**src/rtl/branch_predict_unit.sv**
```systemverilog
// Direct-mapped 2-bit-counter branch predictor with ID/EX in-flight tracking,
// EX-stage misprediction detection, redirect/flush generation and table training.
module branch_predict_unit #(
  parameter int PC_W  = 32,
  parameter int IDX_W = 4,
  parameter int CNT_W = 16
) (
  input  logic             clk,
  input  logic             rst_n,
  input  logic [PC_W-1:0]  if_pc,
  input  logic             stall,
  input  logic             ex_branch,
  input  logic             ex_taken,
  input  logic [PC_W-1:0]  ex_target,
  output logic             pred_taken,
  output logic [PC_W-1:0]  pred_target,
  output logic             redirect,
  output logic [PC_W-1:0]  redirect_pc,
  output logic [CNT_W-1:0] mispredict_cnt
);

  localparam int unsigned ENTRIES = 1 << IDX_W;
  localparam int          TAG_W   = PC_W - IDX_W - 2;

  typedef enum logic [1:0] {
    CNT_SNT = 2'b00,
    CNT_WNT = 2'b01,
    CNT_WT  = 2'b10,
    CNT_ST  = 2'b11
  } cnt_t;

  typedef struct packed {
    logic            v;
    logic [PC_W-1:0] pc;
    logic            pt;
    logic [PC_W-1:0] ptgt;
  } rec_t;

  logic             tbl_valid  [ENTRIES];
  logic [TAG_W-1:0] tbl_tag    [ENTRIES];
  logic [PC_W-1:0]  tbl_target [ENTRIES];
  cnt_t             tbl_cnt    [ENTRIES];

  rec_t id_q;
  rec_t ex_q;

  logic [IDX_W-1:0] if_idx;
  logic [TAG_W-1:0] if_tag;
  logic             if_hit;
  logic [IDX_W-1:0] ex_idx;
  logic [TAG_W-1:0] ex_tag;
  logic             ex_hit;
  logic             mispredict;

  function automatic cnt_t cnt_next(input cnt_t c, input logic up);
    cnt_t n;
    n = c;
    case (c)
      CNT_SNT: n = up ? CNT_WNT : CNT_SNT;
      CNT_WNT: n = up ? CNT_WT  : CNT_SNT;
      CNT_WT:  n = up ? CNT_ST  : CNT_WNT;
      CNT_ST:  n = up ? CNT_ST  : CNT_WT;
      default: n = CNT_SNT;
    endcase
    return n;
  endfunction

  // Fetch-side lookup
  assign if_idx = if_pc[IDX_W+1:2];
  assign if_tag = if_pc[PC_W-1:IDX_W+2];
  assign if_hit = tbl_valid[if_idx] && (tbl_tag[if_idx] == if_tag);

  always_comb begin
    pred_taken  = if_hit && tbl_cnt[if_idx][1];
    pred_target = '0;
    if (pred_taken) begin
      pred_target = tbl_target[if_idx];
    end
  end

  // EX-side lookup of the resolving instruction, used for training
  assign ex_idx = ex_q.pc[IDX_W+1:2];
  assign ex_tag = ex_q.pc[PC_W-1:IDX_W+2];
  assign ex_hit = tbl_valid[ex_idx] && (tbl_tag[ex_idx] == ex_tag);

  always_comb begin
    mispredict = 1'b0;
    if (ex_q.v) begin
      if (ex_branch) begin
        if (ex_taken != ex_q.pt) begin
          mispredict = 1'b1;
        end else if (ex_taken && (ex_target != ex_q.ptgt)) begin
          mispredict = 1'b1;
        end
      end else begin
        mispredict = ex_q.pt;
      end
    end
  end

  always_comb begin
    redirect    = mispredict;
    redirect_pc = '0;
    if (mispredict) begin
      if (ex_branch && ex_taken) begin
        redirect_pc = ex_target;
      end else begin
        redirect_pc = ex_q.pc + PC_W'(4);
      end
    end
  end

  // In-flight records: redirect flushes both, stall holds ID and bubbles EX
  always_ff @(posedge clk or negedge rst_n) begin
    if (!rst_n) begin
      id_q <= '0;
      ex_q <= '0;
    end else if (redirect) begin
      id_q <= '0;
      ex_q <= '0;
    end else if (stall) begin
      ex_q <= '0;
    end else begin
      id_q <= {1'b1, if_pc, pred_taken, pred_target};
      ex_q <= id_q;
    end
  end

  always_ff @(posedge clk or negedge rst_n) begin
    if (!rst_n) begin
      for (int unsigned i = 0; i < ENTRIES; i++) begin
        tbl_valid[i]  <= 1'b0;
        tbl_tag[i]    <= '0;
        tbl_target[i] <= '0;
        tbl_cnt[i]    <= CNT_SNT;
      end
    end else if (ex_q.v) begin
      if (ex_branch) begin
        if (ex_hit) begin
          tbl_cnt[ex_idx] <= cnt_next(tbl_cnt[ex_idx], ex_taken);
          if (ex_taken) begin
            tbl_target[ex_idx] <= ex_target;
          end
        end else if (ex_taken) begin
          tbl_valid[ex_idx]  <= 1'b1;
          tbl_tag[ex_idx]    <= ex_tag;
          tbl_target[ex_idx] <= ex_target;
          tbl_cnt[ex_idx]    <= CNT_WT;
        end
      end else if (ex_hit) begin
        // A non-branch hitting the table means the entry is stale
        tbl_valid[ex_idx] <= 1'b0;
      end
    end
  end

  always_ff @(posedge clk or negedge rst_n) begin
    if (!rst_n) begin
      mispredict_cnt <= '0;
    end else if (redirect && (mispredict_cnt != '1)) begin
      mispredict_cnt <= mispredict_cnt + CNT_W'(1);
    end
  end

endmodule

```
**config.mk**
```make
export PLATFORM = sky130hd
export DESIGN_NAME = branch_predict_unit
export DESIGN_NICKNAME = d
export VERILOG_FILES = /design/src/rtl/branch_predict_unit.sv
export SDC_FILE = /design/constraint.sdc
export NUM_CORES = 2
export LEC_CHECK = 0
export BUFFER_PORTS_ARGS = -buffer_cell sky130_fd_sc_hd__buf_2
export CORE_MARGIN = 5
export CORE_UTILIZATION = 48
export CTS_CLUSTER_SIZE = 30
export DETAILED_ROUTE_END_ITERATION = 12
export GPL_TIMING_DRIVEN = 0
export MAX_ROUTING_LAYER = met4
export PLACE_DENSITY = 0.64
export SLEW_MARGIN = 20
export SYNTH_ARGS = -nofsm -noshare
export SYNTH_HDL_FRONTEND = slang
export SYNTH_SLANG_ARGS = --single-unit
```
**constraint.sdc**
```tcl
create_clock -name clk -period 5.2 [get_ports clk]
set_input_delay 0.52 -clock clk [delete_from_list [all_inputs] [get_ports clk]]
set_output_delay 0.52 -clock clk [all_outputs]
set_load 0.03 [all_outputs]
```
==> results.py <==
metrics = {
    "final_layout": {
        "fin_area_mm2": 0.0645,
        "final_cell_mix": "dfrtp_1, mux2_2, mux4_2",
        "final_nets": 4276,
        "seq_area_mm2": 0.0281,
        "final_common_cell": "dfrtp_1",
        "syn_to_final_growth_pct": 15.1,
        "fill_cells": 9583,
        "multiInputGateArea_mm2": 0.0265,
        "drive_gt1_share_pct": 44.2,
    },
    "setup_path": {
        "cp_max_fo": 11,
        "arrival_ps": 5900,
        "cp-end-kind": "register",
        "max_stage_delay_ps": 520,
        "cp-start-kind": "register",
        "crit_chain": "buf_6, inv_2, buf_4, mux2i_1, xnor2_1, nor3_1, a41oi_1, a211o_1, or3_1, ha_1, nand3_4, nor2_4, clkbuf_4, mux2_2",
        "crit_type": "reg -> reg",
        "crit_required_ps": 5790,
        "crit_slowest_cell": "dfrtp_2",
    },
    "power": {
        "p_per_area_mw_per_mm2": 349,
        "max-vdd-ir-drop_uv": 296,
        "power_uw": 22500,
        "p_leak_uw": 0.0294,
    },
    "hold_path": {
        "hp-class": "in -> reg",
    },
    "timing": {
        "tns_ps": -7280,
        "hold_violations": 0,
        "finalWorstSetupSlack_ps": -113,
        "post-route-period-util_pct": 102,
        "clock_skew_ps": 62.3,
        "drv_slew": 0,
        "worst_pin_slew_ps": 1200,
        "setup_violations": 183,
        "slew_headroom_pct": 19.9,
        "rsz0062_at_grt": "yes",
        "max_clock_freq_mhz": 188,
        "finalCriticalPeriod_ps": 5310,
    },
    "drt": {
        "drc": 0,
        "wirelength_um": 201000,
        "vias_per_cell": 6.56,
        "dr.first_iter.drc_count": 4687,
        "dr_total_vias": 38400,
        "antenna_left": 0,
        "detail_route.first_pass.iterations": 6,
        "wire_per_inst_um": 34.4,
    },
    "logic_synthesis": {
        "ys_types": 64,
        "postSynth.asyncResetShare_pct": 100,
        "syn-instance-count": 3922,
        "yosysSeqAreaShare_pct": 50.2,
        "synth_edf_count": 0,
        "syn_area_per_cell_um2": 14.3,
        "synth_nets": 3997,
        "syn-cell-area_mm2": 0.0560,
        "ys_ff_latch": 1124,
        "synth_flop_cell": "dfrtp_1",
        "synth_top_area_cell": "dfrtp_1",
        "synth_area_leaders": "dfrtp_1, mux2_2, mux4_2",
        "yosysWarnings": 0,
        "synth_top_area_share_pct": 50.2,
    },
    "grt": {
        "grt_util_all_layers_pct": 33.6,
        "grt_pass1_wl_um": 287000,
        "antenna_found_initial": 28,
        "grt_overflow": 0,
        "grt_pass1_vias": 38500,
        "grt_max_degree": 137,
    },
    "cts": {
        "clk_path_buf_depth": 3,
        "clk_latency_ps": 760,
        "cts.reportedPaths.clkPinSlew_ps": 60,
        "cts_tree": "built",
        "cts-root-buf": "clkbuf_16",
        "htree_levels": 3,
        "clock-sinks": 1124,
        "numCtsBuffers": 119,
    },
    "die": {
        "dieWidth_um": 352,
        "initial_core_util_pct": 48.2,
        "dieArea_mm2": 0.124,
        "coreArea_mm2": 0.116,
        "io_pins": 151,
        "rows": 125,
        "die_y_um": 352,
    },
    "placed_design": {
        "hpwlAfterDp_um": 142000,
        "place_area_mm2": 0.0588,
        "place.gp.congestion": 0.994,
        "place.port_buffers": 113,
    },
    "run_status": {
        "status": "complete, but fails checks",
        "violations": "setup timing",
    },
    "run": {
        "maxCapViolations": 0,
    },
}
flip-flops by register name (all words and copies together) (netlist names), named ones only:
register and count:
tbl_target 512, tbl_tag 416, ex_q 62, ex_idx 4, id_q 66, tbl_cnt 32
mispredict_cnt 16
power by group:
group	total, µW	leakage, µW	internal (µW)	switching [µW]
Sequential	9930	0.0152	9470	460
Combinational	3340	0.0121	1490	1840
Clock	9220	0.00209	5360	3860
Total	22500	0.0294	16300	6160
layout make-up:
type	count	share of cell area, %
Multi-Input combinational cell	2375	41.2
Sequential cell	1124	43.6
Clock inverter	56	1.18
Buffer	366	3.23
Clock buffer	167	5.47
Inverter	55	0.326
Timing Repair Buffer	160	1.94
Antenna cell	21	0.0815
Tap cell	1524	2.96
worst max-delay path: cells and delay by family, from the launching register on:
kind	cells	cell delay [ps]
AO/OA/AOI/OAI	2	530
XOR/XNOR	1	220
adder cells (fa/ha/maj)	1	230
buffers and inverters	4	1640
flip-flops	1	520
multiplexers	2	890
AND/OR/NAND/NOR	4	1040
Yosys cell counts, drive strengths merged, types with 7 or more instances:
| cell type | count |
|---|---|
| o22ai | 15 |
| and3 | 10 |
| nor2 | 140 |
| a2bb2oi | 19 |
| nand3b | 34 |
| nor2b | 11 |
| a22oi | 11 |
| a22o | 12 |
| a211oi | 28 |
| nor3 | 15 |
| xor2 | 44 |
| inv | 54 |
| xnor2 | 69 |
| nand4 | 17 |
| nand2 | 65 |
| o21ai | 84 |
| a21oi | 17 |
| nand3 | 67 |
| nand2b | 7 |
| mux2i | 145 |
| o21bai | 16 |
| dfrtp | 1124 |
| buf | 114 |
| mux2 | 948 |
| o2bb2ai | 19 |
| a221oi | 13 |
| nor4 | 10 |
| mux4 | 366 |
| o211ai | 20 |
| and2 | 103 |
| o31ai | 8 |
| clkbuf | 254 |
path summary, 6_finish.rpt:
path | startpoint | slack, ps | endpoint | cells after the start
max | ex_idx[0]$_DFF_PN0_ | -110 | tbl_tag[154]$_DFFE_PN0P_ | 14
min | if_pc[14] | 80 | id_q[47]$_DFFE_PN0P_ | 3
max reg2reg | ex_idx[0]$_DFF_PN0_ | -110 | tbl_tag[154]$_DFFE_PN0P_ | 14
min reg2reg | id_q[58]$_DFFE_PN0P_ | 440 | ex_q[58]$_DFF_PN0_ | 1
max in group asynchronous | rst_n | 2870 | tbl_target[90]$_DFFE_PN0P_ | 5
min in group asynchronous | rst_n | 280 | tbl_cnt[17]$_DFFE_PN0P_ | 2
per-stage QoR:
step | util, % | hold WS [ps] | cells | worst slack [ps]
after floorplan | - | 224 | 3922 | 820
after global placement | 50.4 | 459 | 5559 | -21490
after detailed placement | 50.7 | 452 | 5570 | -2100
after CTS | 55.3 | 60.2 | 5820 | 1.89
after global routing | 55.5 | 91.0 | 5846 | -61.1
final | 55.5 | 75.8 | 5848 | -113
metal layers:
layer | track usage [%] | wire [µm]
met5 | - | 0
met4 | 12.0 | 8880
met3 | 10.2 | 22600
met2 | 48.1 | 87400
met1 | 45.9 | 82400
timing repair:
item / CTS / global route
hold endpoints to repair: 57 / 0
gates resized for setup: 240 / 43
setup endpoints to repair: 649 / 322
buffers inserted: 28 / 7
pin swaps: 11 / 6
hold buffers: 1 / 0
cell families (layout without fill, tap and decap cells):
kind of cell / count (synthesis) / count (layout) / share of synthesized area, %
flip-flops: 1124 / 1124 / 50.2
AND/OR/NAND/NOR: 493 / 493 / 4.55
other: 0 / 21 / 0
XOR/XNOR: 113 / 113 / 1.77
adder cells (fa/ha/maj): 7 / 7 / 0.152
AO/OA/AOI/OAI: 303 / 303 / 3.81
buffers and inverters: 423 / 804 / 3.09
multiplexers: 1459 / 1459 / 36.4
Note: power is estimated with default switching activity, not from simulation.
